## src/rtl/usb_ascii_pkg.sv

```systemverilog
// Shared ASCII constants and serializer state encoding for the USB sample-to-text path.
// Latency: n/a (declarations only).
// Backpressure: n/a (declarations only).
package usb_ascii_pkg;

   localparam logic [7:0] ASCII_ZERO  = 8'h30;
   localparam logic [7:0] ASCII_LF    = 8'h0A;
   localparam logic [7:0] ASCII_COMMA = 8'h2C;

   typedef enum logic [1:0] {
      IDLE,
      DIGIT,
      DELIM
   } ser_state_t;

endpackage

```

## src/rtl/ascii_frame_serializer.sv

```systemverilog
// Serializes one sample's four ASCII digits plus a delimiter byte into a byte stream.
// Latency: first byte valid the cycle after input accept; one byte per out_ready edge; 1 idle cycle between frames.
// Backpressure: out_data/out_valid held while out_ready is low; in_ready low until the delimiter is taken.
//
// Ports:
//   clk, reset                 - clock, synchronous active-high reset
//   in_valid/in_ready          - sample handshake; digits latched on transfer
//   thousands..ones            - ASCII digit bytes (passed through unchanged)
//   out_data/out_valid/out_ready - byte stream towards the USB FIFO write stage
//   frame_done                 - one-cycle pulse after the delimiter is accepted
//   frames_sent                - completed frame count, wraps at 2^CNT_W
module ascii_frame_serializer
   import usb_ascii_pkg::ser_state_t,
          usb_ascii_pkg::IDLE,
          usb_ascii_pkg::DIGIT,
          usb_ascii_pkg::ASCII_ZERO,
          usb_ascii_pkg::ASCII_LF;
#(
   parameter logic [7:0] DELIM       = ASCII_LF,
   parameter bit         SUPPRESS_LZ = 1'b0,
   parameter int         CNT_W       = 16
) (
   input  logic             clk,
   input  logic             reset,
   input  logic             in_valid,
   output logic             in_ready,
   input  logic [7:0]       thousands,
   input  logic [7:0]       hundreds,
   input  logic [7:0]       tens,
   input  logic [7:0]       ones,
   output logic [7:0]       out_data,
   output logic             out_valid,
   input  logic             out_ready,
   output logic             frame_done,
   output logic [CNT_W-1:0] frames_sent
);

   // The delimiter state label is named explicitly because the DELIM
   // parameter owns the bare name inside this module.
   ser_state_t       state_q, state_d;
   logic [1:0]       idx_q, idx_d;
   // Index 0 is the thousands digit, index 3 the ones digit.
   logic [3:0][7:0]  dig_q, dig_d;
   logic             done_d;
   logic [CNT_W-1:0] cnt_d;
   logic [7:0]       data_d;

   always_comb begin
      state_d = state_q;
      idx_d   = idx_q;
      dig_d   = dig_q;
      done_d  = 1'b0;
      cnt_d   = frames_sent;
      data_d  = 8'h00;

      case (state_q)
         IDLE: begin
            if (in_valid && in_ready) begin
               dig_d   = {ones, tens, hundreds, thousands};
               state_d = DIGIT;
               idx_d   = 2'd0;
               if (SUPPRESS_LZ) begin
                  // The ones digit is always sent, so only the upper three
                  // positions take part in zero skipping.
                  if (thousands != ASCII_ZERO)     idx_d = 2'd0;
                  else if (hundreds != ASCII_ZERO) idx_d = 2'd1;
                  else if (tens != ASCII_ZERO)     idx_d = 2'd2;
                  else                             idx_d = 2'd3;
               end
            end
         end
         DIGIT: begin
            if (out_ready) begin
               if (idx_q == 2'd3) state_d = usb_ascii_pkg::DELIM;
               else               idx_d   = idx_q + 2'd1;
            end
         end
         usb_ascii_pkg::DELIM: begin
            if (out_ready) begin
               state_d = IDLE;
               done_d  = 1'b1;
               cnt_d   = frames_sent + CNT_W'(1);
            end
         end
         default: state_d = IDLE;
      endcase

      // Output byte is derived from the next state so the registered
      // out_data lines up with out_valid on the following cycle.
      case (state_d)
         DIGIT:                data_d = dig_d[idx_d];
         usb_ascii_pkg::DELIM: data_d = DELIM;
         default:              data_d = 8'h00;
      endcase
   end

   always_ff @(posedge clk) begin
      if (reset) begin
         state_q     <= IDLE;
         idx_q       <= 2'd0;
         dig_q       <= '0;
         in_ready    <= 1'b1;
         out_valid   <= 1'b0;
         out_data    <= 8'h00;
         frame_done  <= 1'b0;
         frames_sent <= '0;
      end else begin
         state_q     <= state_d;
         idx_q       <= idx_d;
         dig_q       <= dig_d;
         in_ready    <= (state_d == IDLE);
         out_valid   <= (state_d != IDLE);
         out_data    <= data_d;
         frame_done  <= done_d;
         frames_sent <= cnt_d;
      end
   end

endmodule

```

## config.mk

```make
export PLATFORM = sky130hd
export DESIGN_NAME = ascii_frame_serializer
export DESIGN_NICKNAME = d
export VERILOG_FILES = /design/src/rtl/usb_ascii_pkg.sv /design/src/rtl/ascii_frame_serializer.sv
export SDC_FILE = /design/constraint.sdc
export NUM_CORES = 1
export LEC_CHECK = 0
export ABC_CLOCK_PERIOD_IN_PS = 3020
export CAP_MARGIN = 15
export CORE_MARGIN = 3
export CORE_UTILIZATION = 45
export CTS_BUF_LIST = sky130_fd_sc_hd__clkbuf_4 sky130_fd_sc_hd__clkbuf_8
export DETAILED_ROUTE_END_ITERATION = 12
export DONT_BUFFER_PORTS = 1
export HOLD_SLACK_MARGIN = 0.15
export SYNTH_ARGS = -nofsm -noshare
export SYNTH_HDL_FRONTEND = slang
export SYNTH_SLANG_ARGS = --single-unit
```

## constraint.sdc

```tcl
create_clock -name clk -period 3.02 [get_ports clk]
set_input_delay 0.755 -clock clk [delete_from_list [all_inputs] [get_ports clk]]
set_output_delay 0.755 -clock clk [all_outputs]
set_load 0.01 [all_outputs]
```

==> impl_metrics.yaml <==
run_status:
  outcome: "complete, no violations"
setup_path:
  slowest_delay_ns: 0.57
  critPathMaxFanout: 14
  cp-start-kind: "input pin"
  cp.required_ns: 3.28
  cp_top_family: "multiplexers"
  crit_type: "input pin to flop"
  arrival_ns: 2.18
  endpoint_kind: "flop"
  path_cells: "and3b_1, o21a_1, nor2_1, mux4_1, o21ai_1"
  cp.buffers_inverters: 0
  slowest_stage: "mux4_1"
logic_synthesis:
  synth_top_cell_area_share_pct: 47.7
  yosysSeqAreaShare_pct: 47.7
  yosys-top-cells-area: "dfxtp_1, mux2i_1, nor2_1, nand3_1, xor2_1"
  async_flop_share_pct: 0
  synth_commonest_cells: "dfxtp_1, nor2_1, mux2i_1, nand3_1, o21ai_0"
  synth_area_leader_cell: "dfxtp_1"
  syn_area_per_cell_um2: 9.48
  ys.flop_type: "dfxtp_1"
  synth_fp_nets: 319
  yosys_warnings: 0
  synth_cell_type_count: 35
  synth.most_common_cell: "dfxtp_1"
  syn-instance-count: 279
  ys_ff_latch: 63
  synth_area_um2: 2650
  synth_edf_count: 0
sta:
  fin_crit_sh_pct: 63.4
  fmax_mhz: 523
  timing.slew.headroom_pct: 55.9
  hold_violations: 0
  worst_clock_skew_ns: 0.00605
  period_minus_slack_ns: 1.91
  fin_hold_ws_ns: 0.488
  drv_slew: 0
  timing.setup.tns_ns: 0
  setup-violations-final: 0
  rsz0062_at_grt: "no"
  worst_slew_pin_slew_ns: 0.654
placement:
  place_inst: 338
  gp_congestion: 0.830
  port_buffers: 0
  hpwl_um: 3730
clock_network:
  h-tree-depth: 3
  post_cts_buffers: 0
  ctsResizeCount: 0
  cts_root_buf: "clkbuf_8"
  clock_latency_ns: 0.33
  cts_tree: "built"
  hold_buffers: 0
  clk_pin_slew_ns: 0.07
  cts_buffer_depth: 2
  cts_buffers: 9
  cts_sinks: 63
power_and_ir_drop:
  p_leak_nw: 1.10
  peakVddDrop_mv: 0.339
  power_mw: 1.81
  power.density_nw_per_um2: 634
floorplan:
  ios: 63
  die_area_um2: 6830
  start_util_pct: 47.2
  rows: 27
  core_um2: 5610
  die-height_um: 82.7
  die_x_um: 82.7
drt:
  route.vias.total: 1853
  route.antenna.remaining_nets: 0
  dr.pass1.iters: 4
  drt-wirelength-per-cell_um: 15.2
  vias_per_cell: 5.25
  drc_errors: 0
  wl_um: 5360
  drtIter0Drc: 127
finish:
  final_cells: 353
  finalNetCount: 317
  area_growth_pct: 7.99
  drive_gt1_share_pct: 7.83
  antenna_cells: 0
global_routing:
  grt_pass1_vias: 1778
  grt_pass1_wl_um: 8510
  antenna_found_initial: 0
  grt.total_usage_pct: 16.7
  grt_overflow: 0
  grt_max_degree: 58
hold_path:
  hold_path_class: "input pin to flop"
job:
  drv_cap: 0
## placed cells by master (no fill, tap or decap), types with 4 or more instances in the layout
| master | count |
|---|---|
| a21oi_1 | 9 |
| buf_4 | 4 |
| clkbuf_8 | 11 |
| dfxtp_1 | 63 |
| ha_1 | 4 |
| inv_1 | 5 |
| mux2i_1 | 33 |
| nand2_1 | 7 |
| nand3_1 | 26 |
| nand4_1 | 4 |
| nor2_1 | 54 |
| o21ai_0 | 16 |
| xor2_1 | 11 |
## area by class of cell
type / count / area, um^2
Clock buffer: 12 / 159
Clock inverter: 3 / 42.5
Fill cell: 534 / 2750
Inverter: 5 / 18.8
Multi-Input combinational cell: 194 / 1250
Sequential cell: 63 / 1260
Tap cell: 72 / 90.1
Timing Repair Buffer: 4 / 30.0
## per-stage QoR
stage	area (um^2)	util [%]	setup WS, ns
CTS	2860	50.9	1.11
detailed placement	2660	47.3	0.763
global route	2860	50.9	0.955
floorplan	2650	-	0.719
global placement	2660	47.3	0.810
finish	2860	50.9	1.11
## metal layers
metal  track usage, %  wire (um)  share of wire [%]  vias up
met5                0          0                  0        -
met4             9.31        105                2.0        0
met3             6.94        485                9.0       12
met2             24.7       2420                 45       56
met1             20.4       2350                 44      832
li1                 -          -                  -      953
## state kept, by name, summed over array words and instances (netlist names)
register     flops
dig_q           32
out_valid        1
frame_done       1
in_ready         1
state_q          2
idx_q            2
frames_sent     16
out_data         8
## cell families (layout without fill, tap and decap cells)
logic type	count (synthesis)	count (layout)	share of synthesized area, %
xor gates and xnor gates	13	13	4.30
DFF	63	63	47.7
muxes	35	35	14.5
and+or+nand+nor	111	111	20.6
AOI/OAI and AO/OA	31	31	6.20
adders and majority gates	4	4	1.89
buffers and inverters	22	24	4.87
## power by group
part | internal [mW] | switching (mW)
clock | 0.429 | 0.305
combinational | 0.0794 | 0.107
sequential | 0.872 | 0.0172
total | 1.38 | 0.429
## final timing paths
kind,to,slack [ns],startpoint,depth (start not counted)
worst max-delay path,out_data[3],1.11,in_valid,5
worst min-delay path,frame_done,0.49,reset,1
worst max register to register,out_data[3],1.11,state_q[1],5
worst min register to register,dig_q[16],0.49,dig_q[16],2
No activity file was read; power rests on OpenSTA's default activity.
